## src/rtl/peripheral_spram_arbiter_tl.sv

```systemverilog
// peripheral_spram_arbiter_tl: two-requester round-robin arbiter in front of a single-port RAM
//
// Ports:
//   clk, rst          clock, asynchronous active-high reset
//   mN_req_i          request from requester N (0/1), held until granted
//   mN_we_i           1 = write, 0 = read
//   mN_be_i           16-bit lane enables (BEW = XLEN/16 lanes)
//   mN_addr_i         word address
//   mN_data_i         write data
//   mN_gnt_o          request accepted this cycle (combinational)
//   mN_rvalid_o       one-cycle read-data-valid pulse for requester N
//   mN_rdata_o        read data, held between reads
//   mem_req_o         RAM access strobe
//   mem_we_o          RAM write enable
//   mem_be_o          RAM lane enables
//   mem_addr_o        RAM address
//   mem_data_o        RAM write data
//   mem_data_i        RAM read data, valid the cycle after a read strobe
module peripheral_spram_arbiter_tl #(
    parameter int  PLEN = 64,
    parameter int  XLEN = 64,
    localparam int BEW  = XLEN / 16
) (
    input  logic            clk,
    input  logic            rst,
    input  logic            m0_req_i,
    input  logic            m0_we_i,
    input  logic [BEW-1:0]  m0_be_i,
    input  logic [PLEN-1:0] m0_addr_i,
    input  logic [XLEN-1:0] m0_data_i,
    output logic            m0_gnt_o,
    output logic            m0_rvalid_o,
    output logic [XLEN-1:0] m0_rdata_o,
    input  logic            m1_req_i,
    input  logic            m1_we_i,
    input  logic [BEW-1:0]  m1_be_i,
    input  logic [PLEN-1:0] m1_addr_i,
    input  logic [XLEN-1:0] m1_data_i,
    output logic            m1_gnt_o,
    output logic            m1_rvalid_o,
    output logic [XLEN-1:0] m1_rdata_o,
    output logic            mem_req_o,
    output logic            mem_we_o,
    output logic [BEW-1:0]  mem_be_o,
    output logic [PLEN-1:0] mem_addr_o,
    output logic [XLEN-1:0] mem_data_o,
    input  logic [XLEN-1:0] mem_data_i
);
    typedef enum logic {IDLE, RD_WAIT} state_t;
    state_t state, state_nxt;
    logic   prio;
    logic   owner;
    logic   rd_gnt;
    always_ff @(posedge clk or posedge rst) begin
        if (rst) state <= IDLE;
        else     state <= state_nxt;
    end
    always_comb begin
        state_nxt = IDLE;
        if (state == IDLE && rd_gnt) state_nxt = RD_WAIT;
    end
    // Grants are gated by rst so nothing leaks to the RAM while reset is held.
    always_comb begin
        m0_gnt_o   = !rst && state == IDLE && m0_req_i && (!m1_req_i || !prio);
        m1_gnt_o   = !rst && state == IDLE && m1_req_i && (!m0_req_i || prio);
        rd_gnt     = (m0_gnt_o && !m0_we_i) || (m1_gnt_o && !m1_we_i);
        mem_req_o  = m0_gnt_o || m1_gnt_o;
        mem_we_o   = m0_gnt_o ? m0_we_i   : m1_gnt_o ? m1_we_i   : 1'b0;
        mem_be_o   = m0_gnt_o ? m0_be_i   : m1_gnt_o ? m1_be_i   : '0;
        mem_addr_o = m0_gnt_o ? m0_addr_i : m1_gnt_o ? m1_addr_i : '0;
        mem_data_o = m0_gnt_o ? m0_data_i : m1_gnt_o ? m1_data_i : '0;
    end
    // prio points at whoever lost (or was absent) on the last grant.
    always_ff @(posedge clk or posedge rst) begin
        if (rst) begin
            prio  <= 1'b0;
            owner <= 1'b0;
        end else begin
            if (mem_req_o) prio  <= m0_gnt_o;
            if (rd_gnt)    owner <= m1_gnt_o;
        end
    end
    // RAM data is captured at the end of RD_WAIT and returned only to the owner.
    always_ff @(posedge clk or posedge rst) begin
        if (rst) begin
            m0_rvalid_o <= 1'b0;
            m1_rvalid_o <= 1'b0;
            m0_rdata_o  <= '0;
            m1_rdata_o  <= '0;
        end else begin
            m0_rvalid_o <= state == RD_WAIT && !owner;
            m1_rvalid_o <= state == RD_WAIT && owner;
            if (state == RD_WAIT && !owner) m0_rdata_o <= mem_data_i;
            if (state == RD_WAIT && owner)  m1_rdata_o <= mem_data_i;
        end
    end
endmodule
```

## config.mk

```make
export PLATFORM = sky130hd
export DESIGN_NAME = peripheral_spram_arbiter_tl
export DESIGN_NICKNAME = d
export VERILOG_FILES = /design/src/rtl/peripheral_spram_arbiter_tl.sv
export SDC_FILE = /design/constraint.sdc
export NUM_CORES = 1
export LEC_CHECK = 0
export CORE_AREA = 2 2 232 234
export CTS_CLUSTER_SIZE = 20
export DETAILED_ROUTE_END_ITERATION = 16
export DIE_AREA = 0 0 234 236
export SETUP_SLACK_MARGIN = 0.1
export SYNTH_ARGS = -nofsm -noshare
export SYNTH_HDL_FRONTEND = slang
export SYNTH_SLANG_ARGS = --single-unit
```

## constraint.sdc

```tcl
create_clock -name clk -period 4 [get_ports clk]
set_clock_uncertainty 0.1 [all_clocks]
set_input_delay 0.6 -clock clk [delete_from_list [all_inputs] [get_ports clk]]
set_output_delay 0.6 -clock clk [all_outputs]
set_load 0.02 [all_outputs]
```

# Yosys cells after proc, flatten, opt, wreduce, memory -nomap -nowiden
# Index checks and enable logic that the tools add are counted.
totals:
  ff_bits: 133
  inputBits: 334
  out_inout_bits: 266
  wordCells: 38
op_classes:
  muxes: 9
  n_bitwise: 1
  reduce_logical: 21
ops:
  columns: ["op", "n"]
  rows:
  - ["2-to-1 mux 64 bit", 4]
  - ["logical AND 1 bit", 10]
  - ["2-to-1 mux 4 bit", 2]
  - ["zero test 1 bit", 7]
  - ["logical OR 1 bit", 4]
  - ["2-to-1 mux 1 bit", 3]
  - ["inverter 1 bit", 1]

# Depth between registers and ports, before layout
depth:
  ltp_word: 8
  mapped_depth: 6
  ltp_nobuf: 4

# Least setup slack after synthesis
# OpenSTA, ideal clock, no wires.
synth_path:
  kind: "input port to output port"
  start: "in rst"
  end: "out mem_addr_o[0]"
  t_arrival_ps: 1445
  t_required_ps: 3300
  slack_ps: 1855
  cell_stages: 5
  n_path_buf: 2
  path_cell_list: "nor2_2 > and3_4 > buf_6 > buf_6 > a22o_1"
synth_via:
  elab_chain_cells: 6
  elab_cells_between_ends: 8
  cone_classes: "2 x mux; 6 x reduce/logical"
synth_lines:
  columns: ["element", "line_no", "source"]
  rows:
  - ["start, declared", "25", "input logic rst,"]
  - ["zero test 1 bit (no source line) (*)", null, null]
  - ["logical AND 1 bit (*)", "64, 65", null]
  - ["logical AND 1 bit (2 in a row)", "65", "m1_gnt_o = !rst && state == IDLE && m1_req_i && (!m0_req_i || prio);"]
  - ["2-to-1 mux 64 bit", "70", "mem_addr_o = m0_gnt_o ? m0_addr_i : m1_gnt_o ? m1_addr_i : '0;"]
  - ["2-to-1 mux 64 bit (*)", "70", null]
  - ["end, declared", "45", "output logic [PLEN-1:0] mem_addr_o,"]
# Every way passes the cells marked *; elsewhere a longest branch is shown, timed or not.

# Worst setup path in the final report
layout_path:
  start: "in rst"
  end: "out mem_addr_o[60]"
# Same word-level chain as after synthesis.

==> flow_summary_export.csv <==
group,metric,value,unit
cells_and_area,area_delta_synth_final,121,%
grt,grt_pass1_wl,50300,µm
clocking,postCtsSetupRepairBufs,0,
setup_path,crit_path_frequent_cell,"clkdlybuf4s50_1",
setup_path,max_stage_delay,620,ps
routing,antenna_left,0,
sta,finalHoldViolations,0,
sta,period_share,88.0,%
pwr,p_total,8.25,mW
place,place_hpwl,33400,µm
place,post_dp_cell_area,13400,µm²
clocking,cts_buffers,17,
pwr,power.switching,2.89,mW
setup_path,cp_max_fo,40,
logic_synthesis,synth_nets,788,
routing,wl_per_cell,21.7,µm
cells_and_area,design_area,14100,µm²
logic_synthesis,yosysTopAreaCellShare,52.2,%
clocking,cts_buffer_depth,2,
sta,max_freq,0.284,GHz
sta,finalSetupViolations,0,
pwr,switching_share,35.1,%
logic_synthesis,synth.most_common_cell,"a22o_1",
cells_and_area,instances_no_fill,1757,
pwr,power_density,585,nW/µm²
setup_path,critPathArrivalTime,2820,ps
sta,tightest_slew,992,ps
setup_path,worst-setup-path-type,"input port to output pin",
clocking,cts_sinks,133,
clocking,clkTransAtPathRegs,60,ps
cells_and_area,layout.nets,1381,
place,io_buffers,599,
run,cap_violations,0,
routing,drt-initial-drc-count,168,
min_path,hp-class,"register to register",
logic_synthesis,async_flop_share,100,%
setup_path,crit_path_start_kind,"input port",
logic_synthesis,netlist_area,6370,µm²
floorplan,initial_utilization,12.0,%
logic_synthesis,yosys.cell_types.count,17,
clocking,tritoncts,"built",
setup_path,slowest_stage,"clkdlybuf4s50_1",
sta,relSlewSlack,33.9,%
logic_synthesis,syn_area_per_cell,14.0,µm²
routing,avgViaCountPerCell,3.71,
clocking,clock-root-buffer,"clkbuf_16",
setup_path,worstSetupEndpointType,"output pin",
routing,finalWirelength,38100,µm
clocking,hold_buffers,0,
routing,drtPass1Iterations,5,
logic_synthesis,synth_seq_cells,133,
setup_path,r2r_slack,2130,ps
sta,tns,0,ps
sta,drv_slew,0,
logic_synthesis,yosysWarnings,0,
place,gp_congestion,0.894,
setup_path,cp_cell_sequence,"clkdlybuf4s50_1 > nor2_2 > and3_4 > buf_12 > a22o_1 > clkdlybuf4s50_1",
logic_synthesis,synth_edf_count,0,
logic_synthesis,synth.top_cells.by_count,"a22o_1 (134), dfrtp_1 (133), mux2_2 (128)",
pwr,seq_power_share,28.6,%
clocking,clk_latency,420,ps
logic_synthesis,syn_inst,454,
pwr,p_leak,5.59,nW
logic_synthesis,synth-main-ff-cell,"dfrtp_1",
floorplan,die_w,234,µm
grt,grt_overflow,0,
grt,antenna_found_initial,2,
routing,drc,0,
floorplan,rows,85,
logic_synthesis,synthTopCellsByArea,"dfrtp_1 (52%), mux2_2 (23%), a22o_1 (18%), buf_6 (2.5%), buf_4 (1.4%)",
floorplan,die_h,236,µm
pwr,peakVddDrop,0.000241,V
cells_and_area,drive_gt1_share,24.0,%
logic_synthesis,yosysTopAreaCell,"dfrtp_1",
pwr,power_frac_clock,20.5,%
clocking,htreeDepth,4,
sta,min_period,3520,ps
place,dpl.cell_count,1724,
grt,grt_pass1_vias,6892,
routing,num_vias,6516,
pwr,combinationalPowerShare,51.0,%
setup_path,worstPathRequired,3300,ps
outcome,run_status,"complete, no violations",
logic_synthesis,ys_seq_area_share,52.2,%
floorplan,ios,600,
clocking,post_cts_resized,0,
grt,grt_util_all_layers,13.2,%
sta,rsz0062_at_grt,"false",
floorplan,core,53100,µm²
floorplan,dieArea,55200,µm²
grt,grt_start_max_net_pins,115,
pwr,internal_power,5.35,mW
[cells by family (layout without fill, tap and decap cells)]
| family | Yosys count | in the layout | synth area share [%] |
|---|---|---|---|
| other | 0 | 1 | 0 |
| DFF | 133 | 133 | 52.2 |
| and+or+nand+nor | 8 | 8 | 0.845 |
| AOI/OAI and AO/OA | 137 | 137 | 18.8 |
| muxes | 128 | 128 | 22.6 |
| buffers and inverters | 48 | 654 | 5.52 |
[stage by stage]
step	hold WS, ps	utilization [%]	worst slack, ps
2_1_floorplan	363	-	1650
3_3_place_gp	381	25.3	544
3_5_place_dp	385	25.3	513
4_1_cts	398	26.5	490
5_1_grt	417	26.6	422
6_report	398	26.6	478
[cell usage in the layout, fill, tap and decap left out]
cell               n
a21o_1             1
a21oi_1            1
a22o_1           134
a41oi_1            1
and3_4             1
buf_12            45
buf_4             43
bufinv_16          4
clkbuf_1           1
clkbuf_16         17
clkbuf_8           1
clkdlybuf4s50_1  529
clkinv_4           6
clkinvlp_4         2
dfrtp_1          133
diode_2            1
inv_1              3
inv_4              1
inv_6              2
mux2_2           128
nand2_1            1
nand2_4            1
nand2b_1           2
nand3_2            1
nor2_2             1
nor2b_4            1
[final cells by class]
| class | count | area [µm²] |
|---|---|---|
| diodes | 1 | 2.50 |
| clock buffers | 19 | 443 |
| clock inverters | 13 | 198 |
| fillers | 5544 | 39000 |
| inverters | 5 | 25.0 |
| multi-input cells | 273 | 2710 |
| flip-flops and latches | 133 | 3330 |
| well taps | 696 | 871 |
| repair buffers | 617 | 6520 |
[worst max-delay path, delay by kind of cell]
family / cells / cell delay (ps)
AND/OR/NAND/NOR: 2 / 630
buffers and inverters: 3 / 1360
AO/OA/AOI/OAI: 1 / 190
[state kept, by name, summed over array words and instances, names as in the netlist]
name	cells
m0_rdata_o	64
m1_rdata_o	64
m1_rvalid_o	1
prio	1
m0_rvalid_o	1
owner	1
state	1
[routing by layer]
| metal | part of all wire [%] | GRT usage, % | up-vias |
|---|---|---|---|
| met1 | 35 | 13.2 | 3127 |
| met2 | 50 | 23.4 | 396 |
| met3 | 12 | 5.92 | 43 |
| li1 | - | - | 2948 |
| met5 | 0.034 | 0 | - |
| met4 | 3.6 | 5.58 | 2 |
[power by group through the flow]
stage	Sequential [mW]	Clock, mW	Combinational, mW
after global routing	2.44	1.81	4.44
after detailed placement	2.39	0	4.27
after global placement	2.35	0	4.25
after floorplan	3.18	0	1.05
after CTS	2.37	1.75	4.28
final	2.36	1.69	4.20
[final timing paths]
path,end,from,cells after the start
max reg2reg,m1_rdata_o[42]$_DFFE_PP0P_,owner$_DFFE_PP0P_,2
min reg2reg,prio$_DFFE_PP0P_,prio$_DFFE_PP0P_,1
max in group asynchronous,m0_rdata_o[53]$_DFFE_PP0P_,rst,3
max,mem_addr_o[60],rst,6
min in group asynchronous,m1_rdata_o[24]$_DFFE_PP0P_,rst,2
min,prio$_DFFE_PP0P_,prio$_DFFE_PP0P_,1
Power figures use the tool's default switching activity.
